File: config.mk
export PLATFORM = sky130hd
export DESIGN_NAME = rr_arb_mux
export DESIGN_NICKNAME = d
export VERILOG_FILES = /design/src/rtl/rr_arb_mux_pkg.sv /design/src/rtl/rr_arbiter.sv /design/src/rtl/rr_arb_mux.sv
export SDC_FILE = /design/constraint.sdc
export NUM_CORES = 1
export LEC_CHECK = 0
export CAP_MARGIN = 25
export CORE_UTILIZATION = 51
export DETAILED_ROUTE_END_ITERATION = 7
export HOLD_SLACK_MARGIN = 0.02
export PLACE_DENSITY = 0.93
export SLEW_MARGIN = 20
export SYNTH_ARGS = -nofsm -noshare
export SYNTH_HDL_FRONTEND = slang
export SYNTH_SLANG_ARGS = --single-unit
export TNS_END_PERCENT = 10
File: constraint.sdc
create_clock -name clk -period 9.5 [get_ports clk]
set_clock_uncertainty 0.15 [all_clocks]
set_input_delay 1.9 -clock clk [delete_from_list [all_inputs] [get_ports clk]]
set_output_delay 1.9 -clock clk [all_outputs]
set_load 0.005 [all_outputs]
File: src/rtl/rr_arb_mux_pkg.sv
// Shared defaults and mode encoding for the round-robin / fixed-select arbiter mux.
package rr_arb_mux_pkg;

  localparam int N_CH_DEF = 4;
  localparam int W_DEF    = 2;

  typedef enum logic {
    MODE_FIXED = 1'b0,
    MODE_RR    = 1'b1
  } mode_e;

endpackage

File: src/rtl/rr_arbiter.sv
// Combinational round-robin search: first valid channel starting at ptr, wrapping to 0.
module rr_arbiter #(
  parameter int N_CH = 4,
  parameter int SW   = $clog2(N_CH)
) (
  input  logic [N_CH-1:0] valid,
  input  logic [SW-1:0]   ptr,
  output logic [N_CH-1:0] grant,
  output logic [SW-1:0]   idx,
  output logic            found
);

  int              base_v;
  int              cand_v;
  logic [SW-1:0]   cand_idx_s;

  // Walk the channels in priority order ptr, ptr+1, ... and keep the first hit.
  always_comb begin
    grant      = '0;
    idx        = '0;
    found      = 1'b0;
    cand_v     = 0;
    cand_idx_s = '0;
    // An out-of-range pointer can only arise for non-power-of-two N_CH; treat it as 0.
    base_v     = (int'(ptr) < N_CH) ? int'(ptr) : 0;
    for (int i = 0; i < N_CH; i++) begin
      cand_v = base_v + i;
      if (cand_v >= N_CH) begin
        cand_v = cand_v - N_CH;
      end else begin
        cand_v = cand_v;
      end
      cand_idx_s = cand_v[SW-1:0];
      if (!found && valid[cand_idx_s]) begin
        grant[cand_idx_s] = 1'b1;
        idx               = cand_idx_s;
        found             = 1'b1;
      end else begin
        found = found;
      end
    end
  end

endmodule

File: src/rtl/rr_arb_mux.sv
// N-channel valid/ready mux with fixed-select or round-robin grant into a single
// registered output stage that sustains one beat per cycle.
module rr_arb_mux
  import rr_arb_mux_pkg::*;
#(
  parameter int N_CH = N_CH_DEF,
  parameter int W    = W_DEF,
  parameter int SW   = $clog2(N_CH)
) (
  input  logic            clk,
  input  logic            rst_n,
  input  logic            en,
  input  logic            mode,
  input  logic [SW-1:0]   sel,
  input  logic [N_CH*W-1:0] in_data,
  input  logic [N_CH-1:0] in_valid,
  output logic [N_CH-1:0] in_ready,
  output logic [W-1:0]    out_data,
  output logic [SW-1:0]   out_ch,
  output logic            out_valid,
  input  logic            out_ready
);

  logic [SW-1:0]   ptr_r;
  logic [W-1:0]    out_data_r;
  logic [SW-1:0]   out_ch_r;
  logic            out_valid_r;

  mode_e           mode_s;
  logic [N_CH-1:0] rr_grant_s;
  logic [SW-1:0]   rr_idx_s;
  logic            rr_found_s;
  logic [N_CH-1:0] fix_grant_s;
  logic [N_CH-1:0] win_grant_s;
  logic [SW-1:0]   win_idx_s;
  logic [W-1:0]    win_data_s;
  logic [SW-1:0]   ptr_nxt_s;
  logic            free_s;
  logic            grant_ok_s;
  logic            xfer_s;

  assign mode_s = mode_e'(mode);

  rr_arbiter #(
    .N_CH (N_CH),
    .SW   (SW)
  ) u_rr_arbiter (
    .valid (in_valid),
    .ptr   (ptr_r),
    .grant (rr_grant_s),
    .idx   (rr_idx_s),
    .found (rr_found_s)
  );

  // Fixed-select winner; an out-of-range sel matches no channel and so grants nothing.
  always_comb begin
    fix_grant_s = '0;
    for (int i = 0; i < N_CH; i++) begin
      if ((sel == SW'(i)) && in_valid[i]) begin
        fix_grant_s[i] = 1'b1;
      end else begin
        fix_grant_s[i] = 1'b0;
      end
    end
  end

  // Choose the winner for the current mode.
  always_comb begin
    win_grant_s = '0;
    win_idx_s   = '0;
    case (mode_s)
      MODE_RR: begin
        win_grant_s = rr_found_s ? rr_grant_s : '0;
        win_idx_s   = rr_idx_s;
      end
      MODE_FIXED: begin
        win_grant_s = fix_grant_s;
        win_idx_s   = sel;
      end
      default: begin
        win_grant_s = '0;
        win_idx_s   = '0;
      end
    endcase
  end

  // One-hot AND-OR data select keyed by the winning grant.
  always_comb begin
    win_data_s = '0;
    for (int i = 0; i < N_CH; i++) begin
      win_data_s = win_data_s | (in_data[i*W +: W] & {W{win_grant_s[i]}});
    end
  end

  // Pointer advance past the winner with wrap at the last channel.
  always_comb begin
    if (win_idx_s == SW'(N_CH - 1)) begin
      ptr_nxt_s = '0;
    end else begin
      ptr_nxt_s = win_idx_s + SW'(1);
    end
  end

  assign free_s     = ~out_valid_r | out_ready;
  assign grant_ok_s = rst_n & en & free_s;
  assign in_ready   = win_grant_s & {N_CH{grant_ok_s}};
  assign xfer_s     = |in_ready;

  // Output stage: load on an input transfer, empty when freed without one, hold while stalled.
  always_ff @(posedge clk or negedge rst_n) begin
    if (!rst_n) begin
      out_valid_r <= 1'b0;
      out_data_r  <= '0;
      out_ch_r    <= '0;
    end else if (free_s) begin
      if (xfer_s) begin
        out_valid_r <= 1'b1;
        out_data_r  <= win_data_s;
        out_ch_r    <= win_idx_s;
      end else begin
        out_valid_r <= 1'b0;
      end
    end
  end

  // Round-robin pointer only moves on a round-robin transfer.
  always_ff @(posedge clk or negedge rst_n) begin
    if (!rst_n) begin
      ptr_r <= '0;
    end else if (xfer_s && (mode_s == MODE_RR)) begin
      ptr_r <= ptr_nxt_s;
    end
  end

  assign out_data  = out_data_r;
  assign out_ch    = out_ch_r;
  assign out_valid = out_valid_r;

endmodule

==> impl_metrics.tcl <==
set metrics [dict create \
    status "complete, no violations" \
    period_needed_ns 6.561 \
    power.density_nw_per_um2 290.3 \
    fin_setup_tns_ns 0 \
    hp-class "flop to flop" \
    placedInstanceArea_um2 1244 \
    antenna_found_initial 0 \
    clock_path_buffers 2 \
    synth_nets 135 \
    vias 969 \
    seqPwrFrac_pct 18.6 \
    synthDistinctLibCells 37 \
    nFillCells 142 \
    area_growth_pct 30.46 \
    cts_root_buf "clkbuf_4" \
    synth_edf_count 0 \
    vdd_drop_max_v 0.0001749 \
    initial_utilization_pct 55.18 \
    numPortBuffers 27 \
    grt_max_degree 16 \
    ys_dominant_reg_cell "dfrtp_1" \
    wl_per_cell_um 15.52 \
    final_cells 161 \
    use_met2_pct 48.86 \
    worstMarginPinSlew_ns 0.6023 \
    synth_top_area_share_pct 17.99 \
    async_flop_share_pct 100.0 \
    p_int_w 0.0001957 \
    dp_slack_ns 2.955 \
    multi_input_area_um2 733.2 \
    drc 0 \
    setup_ws_ns 2.939 \
    syn_area_per_cell_um2 8.931 \
    yosys_warnings 0 \
    track_usage_pct 28.32 \
    htreeDepth 1 \
    grt_util_met3_pct 3.175 \
    cts_resized 0 \
    drt_iter0_markers 33 \
    busiest_layer "met2" \
    fin_crit_sh_pct 69.06 \
    post-cts-setup-buffers 0 \
    place_congestion 0.9437 \
    grt-ovfl-total 0 \
    core_area_um2 1764 \
    fin_area_um2 1270 \
    postRouteAntennaNets 0 \
    comb_power_share_pct 74.2 \
    syn_area_um2 973.4 \
    clkPwrFrac_pct 7.2 \
    required_ns 7.45 \
    layout-drive-gt1-share_pct 13.97 \
    grt_pass1_vias 950 \
    dieArea_um2 2088 \
    insertedDiodeCount 0 \
    cp-end-kind "primary output" \
    post-dp-hpwl_mm 1.963 \
    rsz0062_at_grt "no" \
    grt_pass1_wl_mm 4.181 \
    postCtsHoldBufs 0 \
    path_class "input pin to primary output" \
    whs_ns 0.3582 \
    hold_viol 0 \
    synth_commonest_cells "inv_1 (9), nand2_1 (9), nor2_1 (9)" \
    power.switching_w 0.0001730 \
    wl_mm 2.498 \
    maxSlewHeadroom_pct 59.85 \
    cts.sinks 7 \
    synth_seq_area_share_pct 17.99 \
    io_pins 28 \
    netSwitchingFraction_pct 46.91 \
    synth_seq_cells 7 \
    p_leak_nw 0.5208 \
    chipWidth_um 45.69 \
    use_met1_pct 33.91 \
    clk_latency_ns 0.25 \
    setup_viol 0 \
    rows 15 \
    synthCells 109 \
    slew_viol_final 0 \
    cp_max_fo 12 \
    yosysTopAreaCell "dfrtp_1" \
    die_h_um 45.69 \
    numCtsBuffers 3 \
    regArea_um2 175.2 \
    fmax_mhz 152.4 \
    cp-start-kind "input pin" \
    cts_tree "yes" \
    synth_area_leaders "dfrtp_1 (18%), mux4_2 (9.3%), ha_1 (9.0%)" \
    dp_cells 157 \
    clkTransAtPathRegs_ns 0.05 \
    nets 163 \
    cap_violations 0 \
    first_pass_iters 4 \
    vias_per_cell 6.019 \
    cp.arrival_ns 4.51 \
]
[final cells by class]
cell class              instances  share of cell area [%]
multi-input cells              89                   57.73
repair buffers                 27                   21.28
flip-flops and latches          7                   13.79
inverters                       9                   2.660
well taps                      25                   2.463
clock buffers                   4                   2.069
[cells by family after synthesis]
group / after synthesis / share of synthesized area (%)
AOI/OAI and AO/OA: 35 / 28.66
adders and majority gates: 7 / 8.997
buffers and inverters: 13 / 6.683
DFF: 7 / 18.00
xor gates and xnor gates: 1 / 0.8999
muxes: 14 / 20.44
and+or+nand+nor: 32 / 16.32
[state kept, by name (all words and copies together) (netlist names)]
name and flops:
out_ch 2, out_data 2, ptr_r 2, out_valid 1
[worst max-delay path, stage by stage]
cell and delay, ns:
clkdlybuf4s50_1 0.52, mux4_2 0.63, or2_0 0.34, o31ai_1 0.32, o21ai_1 0.18, nor2_1 0.11
clkdlybuf4s50_1 0.50
[final timing paths]
kind / from / endpoint / slack [ns] / depth (start not counted)
max reg2reg: ptr_r[0] / out_data[0] / 5.92 / 8
max in group asynchronous: rst_n / out_data[0] / 7.17 / 1
min: out_data[1] / out_data[1] / 0.36 / 1
min in group asynchronous: rst_n / ptr_r[1] / 1.77 / 1
min reg2reg: out_data[1] / out_data[1] / 0.36 / 1
max: in_valid[2] / in_ready[2] / 2.94 / 7
[stage by stage]
stage	total power, W	util, %
detailed placement	0.0003374	70.50
floorplan	0.0002723	-
CTS	0.0003687	71.99
global route	0.0003997	71.99
finish	0.0003687	71.99
global placement	0.0003276	70.50
[layout by cell type (no fill, tap or decap), types with 2 or more instances in the layout]
cell type        synthesis  routed
clkdlybuf4s50_1          0      27
inv_1                    9       9
nand2_1                  9       9
nor2_1                   9       9
ha_1                     7       7
dfrtp_1                  7       7
nand3_1                  5       5
mux2_2                   5       5
a21oi_1                  5       5
mux4_2                   4       4
o21ai_0                  4       4
mux2i_1                  3       3
or3b_1                   3       3
a2bb2oi_1                3       3
o21ai_1                  3       3
o21ai_2                  3       3
o22ai_1                  3       3
clkbuf_4                 0       3
nand3b_1                 2       2
a21o_1                   2       2
o21a_1                   2       2
a221o_1                  2       2
mux2_1                   2       2
[per-layer routing]
layer | routed length (um) | vias to the layer above
li1 | - | 465
met1 | 1007 | 460
met2 | 1329 | 38
met3 | 111 | 6
met4 | 50 | 0
met5 | 0 | -
[power groups by stage]
stage / registers (W) / logic, W / clock network (W)
floorplan: 0.0000574 / 0.000215 / 0
finish: 0.0000685 / 0.000273 / 0.0000267
CTS: 0.0000688 / 0.000271 / 0.0000287
global placement: 0.0000676 / 0.000260 / 0
global route: 0.0000725 / 0.000297 / 0.0000306
detailed placement: 0.0000691 / 0.000268 / 0
(Power assumes the default switching activity.)
